<file path="config.mk">
export PLATFORM = sky130hd
export DESIGN_NAME = acc_scheduler_flat
export DESIGN_NICKNAME = d
export VERILOG_FILES = /design/src/rtl/acc_scheduler_if.sv /design/src/rtl/acc_scheduler.sv /design/src/flat_wrapper.sv
export SDC_FILE = /design/constraint.sdc
export NUM_CORES = 1
export LEC_CHECK = 0
export ABC_AREA = 1
export BUFFER_PORTS_ARGS = -buffer_cell sky130_fd_sc_hd__buf_2
export CAP_MARGIN = 20
export CELL_PAD_IN_SITES_DETAIL_PLACEMENT = 2
export CELL_PAD_IN_SITES_GLOBAL_PLACEMENT = 2
export CORE_UTILIZATION = 38
export DETAILED_ROUTE_END_ITERATION = 6
export PLACE_DENSITY_LB_ADDON = 0.1
export SETUP_SLACK_MARGIN = 0.5
export SLEW_MARGIN = 20
export SYNTH_ARGS = -nofsm -noshare
export SYNTH_HDL_FRONTEND = slang
export SYNTH_SLANG_ARGS = --single-unit
export TNS_END_PERCENT = 30
</file>
<file path="constraint.sdc">
create_clock -name clk -period 33.5 [get_ports clk]
set_clock_uncertainty 0.05 [all_clocks]
set_input_delay 1.675 -clock clk [delete_from_list [all_inputs] [get_ports clk]]
set_output_delay 1.675 -clock clk [all_outputs]
set_load 0.02 [all_outputs]
</file>
<file path="src/rtl/acc_scheduler_if.sv">
// rtl/acc_scheduler_if.sv - request and accumulator channels of the accumulator scheduler
interface acc_scheduler_if #(
    parameter int N_REQ = 2,
    parameter int N_ACC = 3
);
    localparam int AW = (N_ACC > 1) ? $clog2(N_ACC) : 1;

    logic [N_REQ-1:0] req_valid;
    logic [AW-1:0]    req_acc  [N_REQ];
    logic [31:0]      req_data [N_REQ];
    logic [N_REQ-1:0] req_ready;

    logic [N_ACC-1:0] acc_valid;
    logic [31:0]      acc_data [N_ACC];
    logic [N_ACC-1:0] acc_ready;

    modport master (
        output req_valid, req_acc, req_data, acc_ready,
        input  req_ready, acc_valid, acc_data
    );

    modport slave (
        input  req_valid, req_acc, req_data, acc_ready,
        output req_ready, acc_valid, acc_data
    );
endinterface

</file>
<file path="src/rtl/acc_scheduler.sv">
// rtl/acc_scheduler.sv - per-accumulator round-robin arbitration, FIFOs and drain sequencer
module acc_scheduler #(
    parameter int N_REQ = 2,
    parameter int N_ACC = 3,
    parameter int DEPTH = 4
) (
    input  logic           clk,
    input  logic           reset,
    acc_scheduler_if.slave bus,
    input  logic           acc_idle,
    input  logic           drain_req,
    output logic           draining,
    output logic           drain_done,
    output logic           no_pending
);
    localparam int AW = (N_ACC > 1) ? $clog2(N_ACC) : 1;
    localparam int RW = (N_REQ > 1) ? $clog2(N_REQ) : 1;
    localparam int PW = $clog2(DEPTH);
    localparam int CW = $clog2(DEPTH + 1);

    typedef enum logic [1:0] {IDLE, DRAIN, SETTLE, DONE} state_t;

    state_t           state, state_nxt;
    logic             grant_en;
    logic [RW-1:0]    ptr       [N_ACC];
    logic [PW-1:0]    rd_ptr    [N_ACC];
    logic [PW-1:0]    wr_ptr    [N_ACC];
    logic [CW-1:0]    count     [N_ACC];
    logic [31:0]      mem       [N_ACC][DEPTH];
    logic [N_ACC-1:0] gnt_valid;
    logic [RW-1:0]    gnt_idx   [N_ACC];
    logic [RW-1:0]    cand;
    logic [N_REQ-1:0] ready;
    logic [N_ACC-1:0] valid;
    logic [N_ACC-1:0] pop;

    // Search from ptr[k]; a full FIFO refuses even if it is popping this cycle.
    always_comb begin
        cand = '0;
        for (int k = 0; k < N_ACC; k++) begin
            gnt_valid[k] = 1'b0;
            gnt_idx[k]   = '0;
            if (grant_en && count[k] < CW'(DEPTH)) begin
                for (int i = 0; i < N_REQ; i++) begin
                    cand = RW'((int'(ptr[k]) + i) % N_REQ);
                    if (!gnt_valid[k] && bus.req_valid[cand] && bus.req_acc[cand] == AW'(k)) begin
                        gnt_valid[k] = 1'b1;
                        gnt_idx[k]   = cand;
                    end
                end
            end
        end
    end

    always_comb begin
        ready = '0;
        for (int r = 0; r < N_REQ; r++) begin
            for (int k = 0; k < N_ACC; k++) begin
                if (gnt_valid[k] && gnt_idx[k] == RW'(r)) begin
                    ready[r] = 1'b1;
                end
            end
        end
    end

    assign bus.req_ready = ready;

    always_comb begin
        no_pending = 1'b1;
        for (int k = 0; k < N_ACC; k++) begin
            valid[k]        = (count[k] != '0);
            pop[k]          = valid[k] && bus.acc_ready[k];
            bus.acc_data[k] = mem[k][rd_ptr[k]];
            if (valid[k]) begin
                no_pending = 1'b0;
            end
        end
    end

    assign bus.acc_valid = valid;

    always_ff @(posedge clk or posedge reset) begin
        if (reset) begin
            for (int k = 0; k < N_ACC; k++) begin
                ptr[k]    <= '0;
                rd_ptr[k] <= '0;
                wr_ptr[k] <= '0;
                count[k]  <= '0;
                for (int d = 0; d < DEPTH; d++) begin
                    mem[k][d] <= '0;
                end
            end
        end else begin
            for (int k = 0; k < N_ACC; k++) begin
                if (gnt_valid[k]) begin
                    mem[k][wr_ptr[k]] <= bus.req_data[gnt_idx[k]];
                    wr_ptr[k]         <= wr_ptr[k] + 1'b1;
                    ptr[k]            <= (gnt_idx[k] == RW'(N_REQ - 1)) ? '0 : gnt_idx[k] + 1'b1;
                end
                if (pop[k]) begin
                    rd_ptr[k] <= rd_ptr[k] + 1'b1;
                end
                case ({gnt_valid[k], pop[k]})
                    2'b10:   count[k] <= count[k] + 1'b1;
                    2'b01:   count[k] <= count[k] - 1'b1;
                    default: count[k] <= count[k];
                endcase
            end
        end
    end

    always_ff @(posedge clk or posedge reset) begin
        if (reset) begin
            state <= IDLE;
        end else begin
            state <= state_nxt;
        end
    end

    always_comb begin
        state_nxt = state;
        case (state)
            IDLE:    if (drain_req)  state_nxt = DRAIN;
            DRAIN:   if (no_pending) state_nxt = SETTLE;
            SETTLE:  if (acc_idle)   state_nxt = DONE;
            DONE:    state_nxt = IDLE;
            default: state_nxt = IDLE;
        endcase
    end

    always_comb begin
        grant_en   = (state == IDLE);
        draining   = (state != IDLE);
        drain_done = (state == DONE);
    end
endmodule

</file>
<file path="src/flat_wrapper.sv">
// flat-port wrapper written by rule: the top's interface ports become plain ports
module acc_scheduler_flat 
#(
    parameter int N_REQ = 2,
    parameter int N_ACC = 3,
    parameter int DEPTH = 4
)
  (clk, reset, acc_idle, drain_req, draining, drain_done, no_pending, bus_req_valid, bus_req_acc, bus_req_data, bus_acc_ready, bus_req_ready, bus_acc_valid, bus_acc_data);
  acc_scheduler_if #(.N_REQ(N_REQ), .N_ACC(N_ACC)) bus_i ();
  input  logic clk;
  input  logic reset;
  input  logic acc_idle;
  input  logic drain_req;
  output logic draining;
  output logic drain_done;
  output logic no_pending;
  input wire logic [$bits(bus_i.req_valid)-1:0] bus_req_valid;
  input wire logic [$bits(bus_i.req_acc)-1:0] bus_req_acc;
  input wire logic [$bits(bus_i.req_data)-1:0] bus_req_data;
  input wire logic [$bits(bus_i.acc_ready)-1:0] bus_acc_ready;
  output wire logic [$bits(bus_i.req_ready)-1:0] bus_req_ready;
  output wire logic [$bits(bus_i.acc_valid)-1:0] bus_acc_valid;
  output wire logic [$bits(bus_i.acc_data)-1:0] bus_acc_data;
  assign bus_i.req_valid = bus_req_valid;
  assign bus_i.req_acc = {>>{bus_req_acc}};
  assign bus_i.req_data = {>>{bus_req_data}};
  assign bus_i.acc_ready = bus_acc_ready;
  assign bus_req_ready = bus_i.req_ready;
  assign bus_acc_valid = bus_i.acc_valid;
  assign bus_acc_data = {>>{bus_i.acc_data}};
  acc_scheduler #(.N_REQ(N_REQ), .N_ACC(N_ACC), .DEPTH(DEPTH)) u_core (.clk(clk), .reset(reset), .bus(bus_i), .acc_idle(acc_idle), .drain_req(drain_req), .draining(draining), .drain_done(drain_done), .no_pending(no_pending));
endmodule
</file>
### Yosys cells after proc, flatten, opt, wreduce, memory -nomap -nowiden

Cells that the tools add are included.

| cells by class | value |
|---|---|
| add/subtract/negate cells | 18 |
| $lt $le $gt $ge | 27 |
| eq/ne operators | 16 |
| mux-type cells | 97 |
| bitwise operators | 18 |
| reduce and logical (&&, ||, !) cells | 38 |

Operators with widths:

| kind | count |
|---|---|
| $mux W32 | 18 |
| $bwmux W128 | 3 |
| $bmux W32 S2 | 3 |
| $demux W32 S2 | 3 |
| $mux W1 | 45 |
| $mux W2 | 21 |
| $logic_and A1 B1 Y1 | 24 |
| $ge A2 B2 Y1 const B | 9 |
| $ge A3 B3 Y1 const B | 6 |
| $not A1 Y2 | 9 |
| $not A2 Y3 | 6 |
| $pmux W3 S2 | 3 |
| $eq A2 B2 Y1 const B | 7 |
| $add A2 B1 Y2 const B | 6 |
| $eq A2 B1 Y1 const B | 6 |
| $lt A1 B2 Y1 const B | 6 |
| $add A3 B1 Y3 const B | 3 |
| $lt A3 B1 Y1 const B | 3 |
| $lt A3 B3 Y1 const B | 3 |
| $reduce_bool A3 Y1 | 3 |
| $sub A3 B1 Y3 const B | 3 |
| $pmux W2 S4 | 1 |
| $reduce_bool A2 Y1 | 4 |
| $add A1 B1 Y1 const B | 6 |
| other kinds (5) | 13 |

| word-level totals | value |
|---|---|
| register bits after elaboration | 410 |
| input port bits | 77 |
| output and inout bits | 104 |
| logic and storage cells | 239 |

### Depth between registers and ports, before layout

Gate-level depths: netlist of run 1.

| logic depth | value |
|---|---|
| depth after elaboration | 18 |
| depth in mapped cells | 12 |

### Worst setup path after synthesis of run 1

No wires, ideal clock.

| timing path | value |
|---|---|
| path kind | input -> output |
| start point | input port bus_req_valid[0] |
| end point | output port bus_req_ready[0] |
| arrival | 2714 ps |
| data required time | 31775 ps |
| setup slack | 29061 ps |
| stages | 11 |
| path buffers | 2 |
| cell sequence | buf_4 -> nand2_1 -> inv_1 -> nand2_1 -> nand2_1 -> nand2_1 -> nand2_2 -> nand2_2 -> buf_2 -> nand2_1 -> nand3_1 |

| between the ends | value |
|---|---|
| word-level cells in the longest chain between the ends | 15 |

RTL lines:

| item | line | RTL |
|---|---|---|
| from (decl) | flat_wrapper.sv:17 | `input wire logic [$bits(bus_i.req_valid)-1:0] bus_req_valid;` |
| $mux W1 (implied by the code) (2 in series) | acc_scheduler.sv:46 | `if (!gnt_valid[k] && bus.req_valid[cand] && bus.req_acc[cand] == AW'(k)) begin` |
| $logic_and A1 B1 Y1 | acc_scheduler.sv:46 |  |
| $mux W1 | acc_scheduler.sv:46 |  |
| $mux W1 | acc_scheduler.sv:43 | `if (grant_en && count[k] < CW'(DEPTH)) begin` |
| $logic_not A1 Y1 | acc_scheduler.sv:46 |  |
| $logic_and A1 B1 Y1 (2 in series) | acc_scheduler.sv:46 |  |
| $mux W1 | acc_scheduler.sv:46 |  |
| $mux W1 | acc_scheduler.sv:43 |  |
| $not A1 Y1 | acc_scheduler.sv:59 | `if (gnt_valid[k] && gnt_idx[k] == RW'(r)) begin` |
| $logic_and A1 B1 Y1 | acc_scheduler.sv:59 |  |
| $mux W1 (2 in series) | acc_scheduler.sv:59 |  |
| $mux W1 * | acc_scheduler.sv:59 |  |
| to (decl) | flat_wrapper.sv:21 | `output wire logic [$bits(bus_i.req_ready)-1:0] bus_req_ready;` |

Every way passes the cells marked *; elsewhere a longest branch is shown, timed or not. The select of a mux whose other input is x is not followed.

### Worst setup path in the final report of run 1

| timing path | value |
|---|---|
| start point | input port bus_req_acc[3] |
| end point | output port bus_req_ready[0] |

| between the ends | value |
|---|---|
| word-level cells in the longest chain between the ends | 17 |

RTL lines:

| item | line | RTL |
|---|---|---|
| from (decl) | flat_wrapper.sv:18 | `input wire logic [$bits(bus_i.req_acc)-1:0] bus_req_acc;` |
| $mux W2 (implied by the code) (3 in series) | acc_scheduler.sv:46 |  |
| $logic_not A2 Y1 | acc_scheduler.sv:46 |  |
| $logic_and A1 B1 Y1 | acc_scheduler.sv:46 |  |
| $mux W1 | acc_scheduler.sv:46 |  |
| $mux W1 | acc_scheduler.sv:43 |  |
| $logic_not A1 Y1 | acc_scheduler.sv:46 |  |
| $logic_and A1 B1 Y1 (2 in series) | acc_scheduler.sv:46 |  |
| $mux W1 | acc_scheduler.sv:46 |  |
| $mux W1 | acc_scheduler.sv:43 |  |
| $not A1 Y1 | acc_scheduler.sv:59 |  |
| $logic_and A1 B1 Y1 | acc_scheduler.sv:59 |  |
| $mux W1 (2 in series) | acc_scheduler.sv:59 |  |
| $mux W1 * | acc_scheduler.sv:59 |  |

Marked as above.

==> results.md, run 1 <==
* Run status: finished, final reports clean
* Total design power at 2.43 mW
* Worst hold slack across all endpoints at 426 ps
* Combined area of the multi-input logic cells at approximately 9100 sq um
* Cell accounting for the most synthesized area: sky130_fd_sc_hd__dfrtp_1
* Final slew viol count at 0
* Final cell count without fillers at 3555
* Synth unique cells at 26
* Max VDD drop at 64.0 uV
* Average routed wire per standard cell at 25.1 um
* Total die area at about 55000 sq um
* TritonCTS clock tree: yes
* Std-Cell Rows at between 80 and 90
* Power per unit of standard cell area at around 100 nW/um^2
* Global placement routability congestion at between 0.9 and 1
* Highest net fanout along the worst path at 34
* Post-layout worst setup margin at between 20000 and 30000 ps
* FF+latch count, synth at 410
* Net count after synthesis at 2826
* Slew headroom at 0.301
* Maximum clock frequency at 0.161 GHz
* Sinks on the clock net at 410
* Worst hold path class: reg -> reg
* I/O pin total at 181
* Drt drc at 0
* Quantity of gates resized following cts at 0
* Dpl hpwl at between 50 and 60 mm
* Via count of the first global-routing pass at ~22000
* Netlist Area Pre-Place at 20600 sq um
* Placed cell area at 21900 sq um
* Buffers from clock root to sink, at most at 3
* Quantity of hold-fixing buffers added after cts at 0
* Floorplan Core Area at 53000 sq um
* P&R area growth vs syn at 14.5%
* Part of the cycle the worst path needs at 0.185
* Type of the worst setup path: in -> out
* Count of endpoints failing hold in the final timing report at 0
* Clock insertion delay at the later pin of the skew report at 610 ps
* YS warnings at 0
* Worst setup slack before clock tree synthesis at 27290 ps
* Initial cell density of the core at 0.388
* Pin count of the biggest net entering global routing at 156
* Leak pwr at 12.7 nW
* Filler Cell Count at between 6000 and 7000
* Accumulated negative setup slack at 0 ps
* Final critical path time including I/O delays and setup at roughly 6200 ps
* Die Width at 235 um
* Element type at the critical path start: input port
* Number of maximum-capacitance violations at 0
* Number of buffers inserted during clock tree synthesis at 50
* Post-route standard cell area excluding fillers at 23500 sq um
* Capturing element type of the critical path: primary output
* Mean cell area of the mapped netlist at between 7 and 8 sq um
* Total Routing Usage GR at 0.327
* Final core utilization at 0.444
* Detailed Route Iter0 Violations at 1441
* Required arrival time at the worst endpoint at between 30000 and 40000 ps
* Share of post-route cells with drive strength above 1 at 0.116
* Congestion Overflow GR at 0
* Cell types occupying the most area after synthesis: sky130_fd_sc_hd__dfrtp_1 50%, sky130_fd_sc_hd__nand2_1 20%, sky130_fd_sc_hd__nand3_1 8.0%
* Clock root buffer: sky130_fd_sc_hd__clkbuf_16
* Number of antenna violations at the first check in global routing at 4
* Number of instances in the synthesized netlist at 2726
* Slew @ Worst Pin at 1050 ps
* Final net count at 2925
* Total routed wirelength at 89.3 mm
* Routed vias at just over 20000
* Inst Count DP at 3461
* Setup repair after global routing missed its margin: false
* Worst endpoint data arrival time at about 4500 ps
* Chip height at roughly 230 um
* Post-CTS setup buffer count at 0
* Remaining antenna violation count after routing at 0
* H-tree depth reported by CTS at 2
* Area occupied by registers at between 10000 and 15000 sq um
* Most frequent cells in the layout: 1064 x sky130_fd_sc_hd__nand2_1, 407 x sky130_fd_sc_hd__dfrtp_1, 327 x sky130_fd_sc_hd__nand3_1
* Final setup vio count at 0
* Most common cell after layout, fill and taps aside: sky130_fd_sc_hd__nand2_1
* Vias per std cell at 5.76
* Share of the synthesized area in the top cell type at 0.499
* Wire length of the first global-routing pass at 135 mm
* Sequential-to-total area share from yosys stat at 0.499
* Reg clk slew, reported paths at 60 ps
* First-pass DRT Iterations at 5
* Number of I/O port buffers at 180
worst max-delay path, stage by stage:
cell and delay [ps]:
sky130_fd_sc_hd__buf_2 130, sky130_fd_sc_hd__inv_1 70, sky130_fd_sc_hd__nor2_1 170, sky130_fd_sc_hd__nand2_1 80, sky130_fd_sc_hd__nand2_1 70, sky130_fd_sc_hd__nand2_1 80, sky130_fd_sc_hd__nand2_2 700, sky130_fd_sc_hd__nand2_2 810
sky130_fd_sc_hd__nand2_1 300, sky130_fd_sc_hd__nand3_1 190, sky130_fd_sc_hd__buf_2 210
kinds of logic after synthesis:
group,synth area share
buffers and inverters,0.0613
xor gates and xnor gates,0.00511
DFF,0.499
and+or+nand+nor,0.337
adders and majority gates,0.0151
AOI/OAI and AO/OA,0.0823
report_power, final:
part	total (mW)	switching, mW	internal (mW)	leakage, nW
clock network	0.561	0.229	0.331	0.817
registers	0.805	0.116	0.688	5.39
logic	1.07	0.753	0.313	6.47
total	2.43	1.10	1.33	12.7
path summary, 6_finish.rpt:
check,cells after the start,from,slack [ps],to
setup / recovery,11,bus_req_acc[3],27290,bus_req_ready[0]
hold / removal,1,u_core.count[3]$_DFFE_PP0P_,430,u_core.count[3]$_DFFE_PP0P_
hold reg to reg,1,u_core.count[3]$_DFFE_PP0P_,430,u_core.count[3]$_DFFE_PP0P_
setup reg to reg,9,u_core.state[1]$_DFFE_PP0P_,29830,u_core.mem[330]$_DFFE_PP0P_
min in group asynchronous,2,reset,1170,u_core.mem[271]$_DFFE_PP0P_
max in group asynchronous,5,reset,29030,u_core.rd_ptr[2]$_DFFE_PP0P_
flip-flops by register name (all words and copies together), names as in the netlist:
name / flops
u_core.count: 9
u_core.wr_ptr: 6
u_core.mem: 384
u_core.rd_ptr: 6
u_core.state: 2
u_core.ptr: 3
layer usage:
metal	part of all wire	global-route usage	vias to the layer above
met3	0.050	0.0520	148
met1	0.44	0.434	10800
met2	0.48	0.540	554
li1	-	-	9003
met4	0.034	0.111	6
met5	0.00037	0	-
Yosys cell counts (all sizes together):
cell	n
nand2	1075
dfrtp	410
nand3	328
nor2	233
o21ai	206
inv	133
buf	99
o22ai	97
clkbuf	64
nand4	34
ha	20
xor2	9
a21oi	5
nor3	5
fa	3
xnor2	3
a31oi	1
o21bai	1
layout make-up:
class | instances | area share
diodes | 2 | 0.000213
clock buffers | 85 | 0.0683
clock inverters | 7 | 0.00277
inverters | 133 | 0.0215
multi-input cells | 2020 | 0.386
flip-flops and latches | 410 | 0.436
well taps | 688 | 0.0366
repair buffers | 210 | 0.0487
(Power assumes the default switching activity.)
==> run 2, diff against run 1 <==
- ABC_AREA: 1 -> 0
- CORE_UTILIZATION: 38 -> 36
- clock period: 33.5 -> 5.1 ns (I/O delays scaled with it)
==> run 2 against run 1 <==
Against the previous run: combinational power increased to 5.9 times the previous value; register-to-register slack got worse by 28000 ps; via count decreased by 35%; sequential share of layout area increased by 4.2 points; wire length decreased by 32%; clock power increased to 5.9 times the previous value; global-route usage decreased by 8.9 points; non-clock buffer count increased by 2; first-iteration DRC count decreased by 61%; clock-buffer cell count decreased by 9; sequential cell count unchanged; critical path depth decreased by 4; critical endpoint is now bus_req_ready[1]; largest power group unchanged.
==> results.md, run 2 <==
* Run status: finished, final reports clean
* Registers with the most flip-flops: u_core.mem x384, u_core.count x9
* Die Width at 228 um
* Element type at the critical path start: register
* Highest net fanout along the worst path at 34
* Chip height at 228 um
* Final slew viol count at 0
* Filler Cell Count at between 5000 and 6000
* Number of synthesized flops with an enable pin at 0
* First-pass DRT Iterations at 4
* Buffers from clock root to sink, at most at 3
* Via count of the first global-routing pass at 14500
* Post-layout worst setup margin at 1660 ps
* Mean cell area of the mapped netlist at 11.3 sq um
* Power per unit of standard cell area at 722 nW/um^2
* Accumulated negative setup slack at 0 ps
* Netlist Area Pre-Place at 18300 sq um
* Count of endpoints failing hold in the final timing report at 0
* Max FFs per register at about 380
* Reg clk slew, reported paths at approximately 60 ps
* Register with the most flip-flops: u_core.mem
* Max VDD drop at 275 uV
* Library cell with the highest instance count after synthesis: sky130_fd_sc_hd__dfrtp_1
* Top flip-flop cell by instance count after synthesis: sky130_fd_sc_hd__dfrtp_1
* Global placement routability congestion at 0.740
* FF+latch count, synth at 410
* Floorplan Core Area at 50200 sq um
* Maximum clock frequency at between 0.2 and 0.3 GHz
* Final setup vio count at 0
* Share of the synthesized area in the top cell type at 0.560
* Net count after synthesis at 1722
* Setup repair after global routing missed its margin: false
* Type of the worst setup path: reg -> out
* Total routed wirelength at between 60 and 70 mm
* Average routed wire per standard cell at 24.3 um
* Final critical path time including I/O delays and setup at ~3400 ps
* Leak pwr at 9.60 nW
* Number of antenna violations at the first check in global routing at 3
* Cell types occupying the most area after synthesis: sky130_fd_sc_hd__dfrtp_1 56%, sky130_fd_sc_hd__mux4_2 12%, sky130_fd_sc_hd__a21oi_1 11%
* Part of the cycle the worst path needs at 0.674
* I/O pin total at 181
* Pin count of the biggest net entering global routing at between 150 and 200
* Capturing element type of the critical path: primary output
* Total die area at 51800 sq um
* Quantity of gates resized following cts at 0
* Vias per std cell at 5.40
* Synth unique cells at 32
* Clock insertion delay at the later pin of the skew report at between 500 and 600 ps
* Slew headroom at 0.358
* Detailed Route Iter0 Violations at ~560
* Remaining antenna violation count after routing at 0
* Clock root buffer: sky130_fd_sc_hd__clkbuf_16
* Sequential-to-total area share from yosys stat at 0.560
* Most common cell after layout, fill and taps aside: sky130_fd_sc_hd__dfrtp_1
* Most frequent cells after synthesis: 410 x sky130_fd_sc_hd__dfrtp_1, 391 x sky130_fd_sc_hd__nor2_1, 387 x sky130_fd_sc_hd__a21oi_1, 100 x sky130_fd_sc_hd__mux2i_1, 96 x sky130_fd_sc_hd__mux4_2
* Slew @ Worst Pin at 963 ps
* Worst hold slack across all endpoints at ~39 ps
* TritonCTS clock tree: yes
* Total Routing Usage GR at 0.238
* Sinks on the clock net at 410
* Number of I/O port buffers at 180
* Worst setup slack before clock tree synthesis at ~1900 ps
* Initial cell density of the core at 0.365
* Number of buffers inserted during clock tree synthesis at 48
* Final core utilization at 0.428
* Cell accounting for the most synthesized area: sky130_fd_sc_hd__dfrtp_1
* Final net count at around 1900
* Wire length of the first global-routing pass at 91.0 mm
* Worst endpoint data arrival time at about 3100 ps
* Setup slack of the worst register-to-register path at roughly 1900 ps
* Std-Cell Rows at slightly above 80
* P&R area growth vs syn at 17.2%
* H-tree depth reported by CTS at 2
* Number of maximum-capacitance violations at 0
* Routed vias at 13400
* Congestion Overflow GR at 0
* YS warnings at 0
* Total design power at approximately 16 mW
* Required arrival time at the worst endpoint at roughly 4800 ps
* Most frequent cells in the layout: 406 x sky130_fd_sc_hd__dfrtp_1, 391 x sky130_fd_sc_hd__nor2_1, 387 x sky130_fd_sc_hd__a21oi_1
* Worst hold path class: in -> reg
* Share of post-route cells with drive strength above 1 at 0.219
* Drt drc at 0
* Number of instances in the synthesized netlist at 1622
* Dpl hpwl at 39.8 mm
* Async set-reset flop share out of synthesis at 1.00
## run 2: worst paths after layout
check                                            startpoint                     endpoint  cells after the start
worst max-delay path            u_core.state[0]$_DFFE_PP0P_             bus_req_ready[1]                      7
worst min-delay path                        bus_req_data[3]  u_core.mem[291]$_DFFE_PP0P_                      3
worst max register to register  u_core.state[0]$_DFFE_PP0P_  u_core.mem[226]$_DFFE_PP0P_                      7
worst min register to register  u_core.count[0]$_DFFE_PP0P_  u_core.count[0]$_DFFE_PP0P_                      1
max in group asynchronous                             reset  u_core.mem[359]$_DFFE_PP0P_                      4
min in group asynchronous                             reset  u_core.mem[314]$_DFFE_PP0P_                      3
## run 2: critical path, stage by stage, from the launching register on
cell                       delay, ps
sky130_fd_sc_hd__dfrtp_1         400
sky130_fd_sc_hd__inv_1           130
sky130_fd_sc_hd__ha_1            340
sky130_fd_sc_hd__nand2b_1        370
sky130_fd_sc_hd__nor3_2          280
sky130_fd_sc_hd__buf_4           600
sky130_fd_sc_hd__or3_1           250
sky130_fd_sc_hd__buf_2           170
## run 2: cell families after synthesis
family,after synthesis,share of synthesized area
AO/OA/AOI/OAI,405,0.116
XOR/XNOR,18,0.00860
adder cells (fa/ha/maj),23,0.0169
buffers and inverters,143,0.0326
flip-flops,410,0.560
multiplexers,199,0.174
AND/OR/NAND/NOR,424,0.0916
## run 2: area by class of cell
type / count / area, sq um / area share
Clock inverter: 11 / 87.6 / 0.00408
Antenna cell: 1 / 2.50 / 0.000116
Inverter: 32 / 124 / 0.00576
Clock buffer: 76 / 1420 / 0.0660
Timing Repair Buffer: 212 / 1180 / 0.0548
Multi-Input combinational cell: 1069 / 7570 / 0.352
Tap cell: 672 / 841 / 0.0391
Sequential cell: 410 / 10300 / 0.478
## run 2: what timing repair did
item / in CTS / in global routing
endpoints found under the hold margin: 20 / 0
buffers inserted: 0 / 0
hold buffers: 3 / 0
## run 2: where the power goes
part | internal, mW | switching, mW | total (mW)
registers | 4.85 | 1.01 | 5.86
logic | 2.68 | 3.64 | 6.32
clock network | 1.95 | 1.38 | 3.33
total | 9.48 | 6.04 | 15.5
## run 2: through the flow
step                instances  cell area, sq um
floorplan                1622             18300
global placement         2392             19900
detailed placement       2392             19900
CTS                      2482             21500
global route             2482             21500
finish                   2483             21500
## run 2: routing by layer
metal	routed length [um]	up-vias	GRT usage
met5	0	-	0
met4	1670	0	0.0771
met3	2810	85	0.0341
met2	29100	251	0.387
met1	26700	7120	0.328
li1	-	5945	-
==> run 3, diff against run 2 <==
- clock period: 5.1 -> 3.1 ns (I/O delays scaled with it)
==> run 3 against run 2 <==
Against the previous run: cell count up 3.4%; wire length up 4.6%; largest power group unchanged; first-iteration DRC count up 14%; non-clock buffer count up 89; power up 68%; sequential cell count unchanged; critical path type unchanged; sequential power up 65%; critical path depth down 4; cell area up 5.7%; combinational power up 69%; worst hold slack worse by 24 ps; setup slack worse by 1100 ps.
==> results.md, run 3 (synthesized netlist as in run 2, its figures left out) <==
* Post-layout worst setup margin at 530 ps
* Final critical path time including I/O delays and setup at 2570 ps
* Filler Cell Count at between 5000 and 6000
* Buffers from clock root to sink, at most at 3
* Chip height at 228 um
* Total design power at 26.1 mW
* Routed vias at 13900
* Std-Cell Rows at 82
* Slew @ Worst Pin at 879 ps
* Share of post-route cells with drive strength above 1 at 0.234
* Count of endpoints failing hold in the final timing report at 0
* Leak pwr at 10.1 nW
* Inst Count DP at 2423
* Number of antenna violations at the first check in global routing at 0
* Total routed wirelength at 63.1 mm
* Power per unit of standard cell area at 1150 nW/um^2
* Accumulated negative setup slack at 0 ps
* Number of buffers inserted during clock tree synthesis at 47
* Total die area at 51800 sq um
* Register with the most flip-flops: u_core.mem
* Post-route standard cell area excluding fillers at 22700 sq um
* Reg clk slew, reported paths at 60 ps
* Clock insertion delay at the later pin of the skew report at 580 ps
* Most common cell after layout, fill and taps aside: sky130_fd_sc_hd__dfrtp_1
* Endpoint of the worst hold-timing path: u_core.mem[146]$_DFFE_PP0P_
* Total Routing Usage GR at 0.249
* Setup slack of the worst register-to-register path at 570 ps
* Critical register-to-register path startpoint: u_core.state[1]$_DFFE_PP0P_
* Placed cell area at 20400 sq um
* Worst hold path class: in -> reg
* Capturing element type of the critical path: primary output
* Detailed Route Iter0 Violations at around 640
* Number of maximum-capacitance violations at 0
* Type of the worst setup path: reg -> out
* Wire length of the first global-routing pass at 95.8 mm
* Element type at the critical path start: register
* Worst hold slack across all endpoints at 14.3 ps
* Global placement routability congestion at about 0.73
* Maximum clock frequency at around 0.4 GHz
* P&R area growth vs syn at 24.0%
* Drt drc at 0
* Final cell count without fillers at around 2600
* Vias per std cell at 5.40
* Cells on Worst Hold Path at 3
* Highest net fanout along the worst path at 16
* Final slew viol count at 0
* Startpoint of the most critical hold path: bus_req_data[18]
* Run status: finished, final reports clean
* H-tree depth reported by CTS at 2
* Required arrival time at the worst endpoint at ~2900 ps
* Setup repair after global routing missed its margin: true
* Worst endpoint data arrival time at 2370 ps
* Number of I/O port buffers at 180
* Dpl hpwl at 40.3 mm
* Endpoint of the lowest-slack register-to-register path: u_core.mem[198]$_DFFE_PP0P_
* Worst setup path startpoint: u_core.rd_ptr[1]$_DFFE_PP0P_
* Remaining antenna violation count after routing at 0
* TritonCTS clock tree: yes
* Part of the cycle the worst path needs at 0.829
* Pin count of the biggest net entering global routing at about 100
* Sinks on the clock net at 410
* Max FFs per register at 384
* Max VDD drop at about 760 uV
* Slew headroom at 0.397
* Clock root buffer: sky130_fd_sc_hd__clkbuf_16
* Registers with the most flip-flops: u_core.mem x384, u_core.count x9
* Die Width at 228 um
* Average routed wire per standard cell at around 25 um
* Number of cells on the worst reg-to-reg path at 7
* Final core utilization at 0.453
* Floorplan Core Area at about 50000 sq um
* Via count of the first global-routing pass at 15500
* Final setup vio count at 0
* Most frequent cells in the layout: 406 x sky130_fd_sc_hd__dfrtp_1, 391 x sky130_fd_sc_hd__nor2_1, 386 x sky130_fd_sc_hd__a21oi_1
* Congestion Overflow GR at 0
* Final net count at 1961
* Initial cell density of the core at 0.365
* First-pass DRT Iterations at 4
* Worst setup slack before clock tree synthesis at about 260 ps
* I/O pin total at 181
run 3: changes by cell type in the layout (fill, tap and decap cells not counted), sizes merged, moves of 3 or more:
cell / delta
bufinv: +3
buf: +35
dlygate4sd3: +51
bufbuf: +3
clkbuf: -5
run 3: final cells by class:
| type | count | area, sq um | share of cell area |
|---|---|---|---|
| repair buffers | 301 | 2280 | 0.100 |
| clock buffers | 71 | 1430 | 0.0629 |
| inverters | 32 | 124 | 0.00545 |
| multi-input cells | 1069 | 7620 | 0.335 |
| flip-flops and latches | 410 | 10300 | 0.452 |
| clock inverters | 11 | 158 | 0.00694 |
| diodes | 1 | 2.50 | 0.000110 |
| well taps | 672 | 841 | 0.0370 |
run 3: report_power, final:
part           switching (mW)  leakage (nW)  internal, mW
sequential               1.70          5.06          7.98
combinational            6.02          4.30          4.65
clock                    2.29         0.782          3.49
run 3: timing repair:
| item | CTS | global route |
|---|---|---|
| hold buffers | 54 | 0 |
| resized for setup | 9 | 2 |
| buffers inserted | 3 | 1 |
| hold endpoints to repair | 274 | 0 |
| pin swaps | 2 | 0 |
| cloned | 3 | 0 |
| endpoints found under the setup margin | 35 | 25 |
run 3: critical path, cell delays in order (launching register included):
cell and delay, ps:
sky130_fd_sc_hd__dfrtp_2 730, sky130_fd_sc_hd__buf_4 330, sky130_fd_sc_hd__mux4_2 540, sky130_fd_sc_hd__buf_2 180
run 3: how the worst max path moves through the flow:
stage / to / slack (ps) / depth (start not counted)
6_report: bus_acc_data[30] / 530 / 3
4_1_cts: bus_req_ready[1] / 410 / 5
3_3_place_gp: u_core.mem[166]$_DFFE_PP0P_ / 420 / 7
5_1_grt: bus_acc_data[30] / 460 / 3
2_1_floorplan: u_core.count[0]$_DFFE_PP0P_ / -2630 / 1
3_5_place_dp: u_core.mem[198]$_DFFE_PP0P_ / 260 / 7
run 3: routing by layer:
metal / share of wire / vias to the layer above / GRT usage
met2: 0.50 / 263 / 0.423
met3: 0.040 / 70 / 0.0330
met4: 0.020 / 0 / 0.0678
li1: - / 6126 / -
met1: 0.44 / 7414 / 0.336
met5: 0 / - / 0
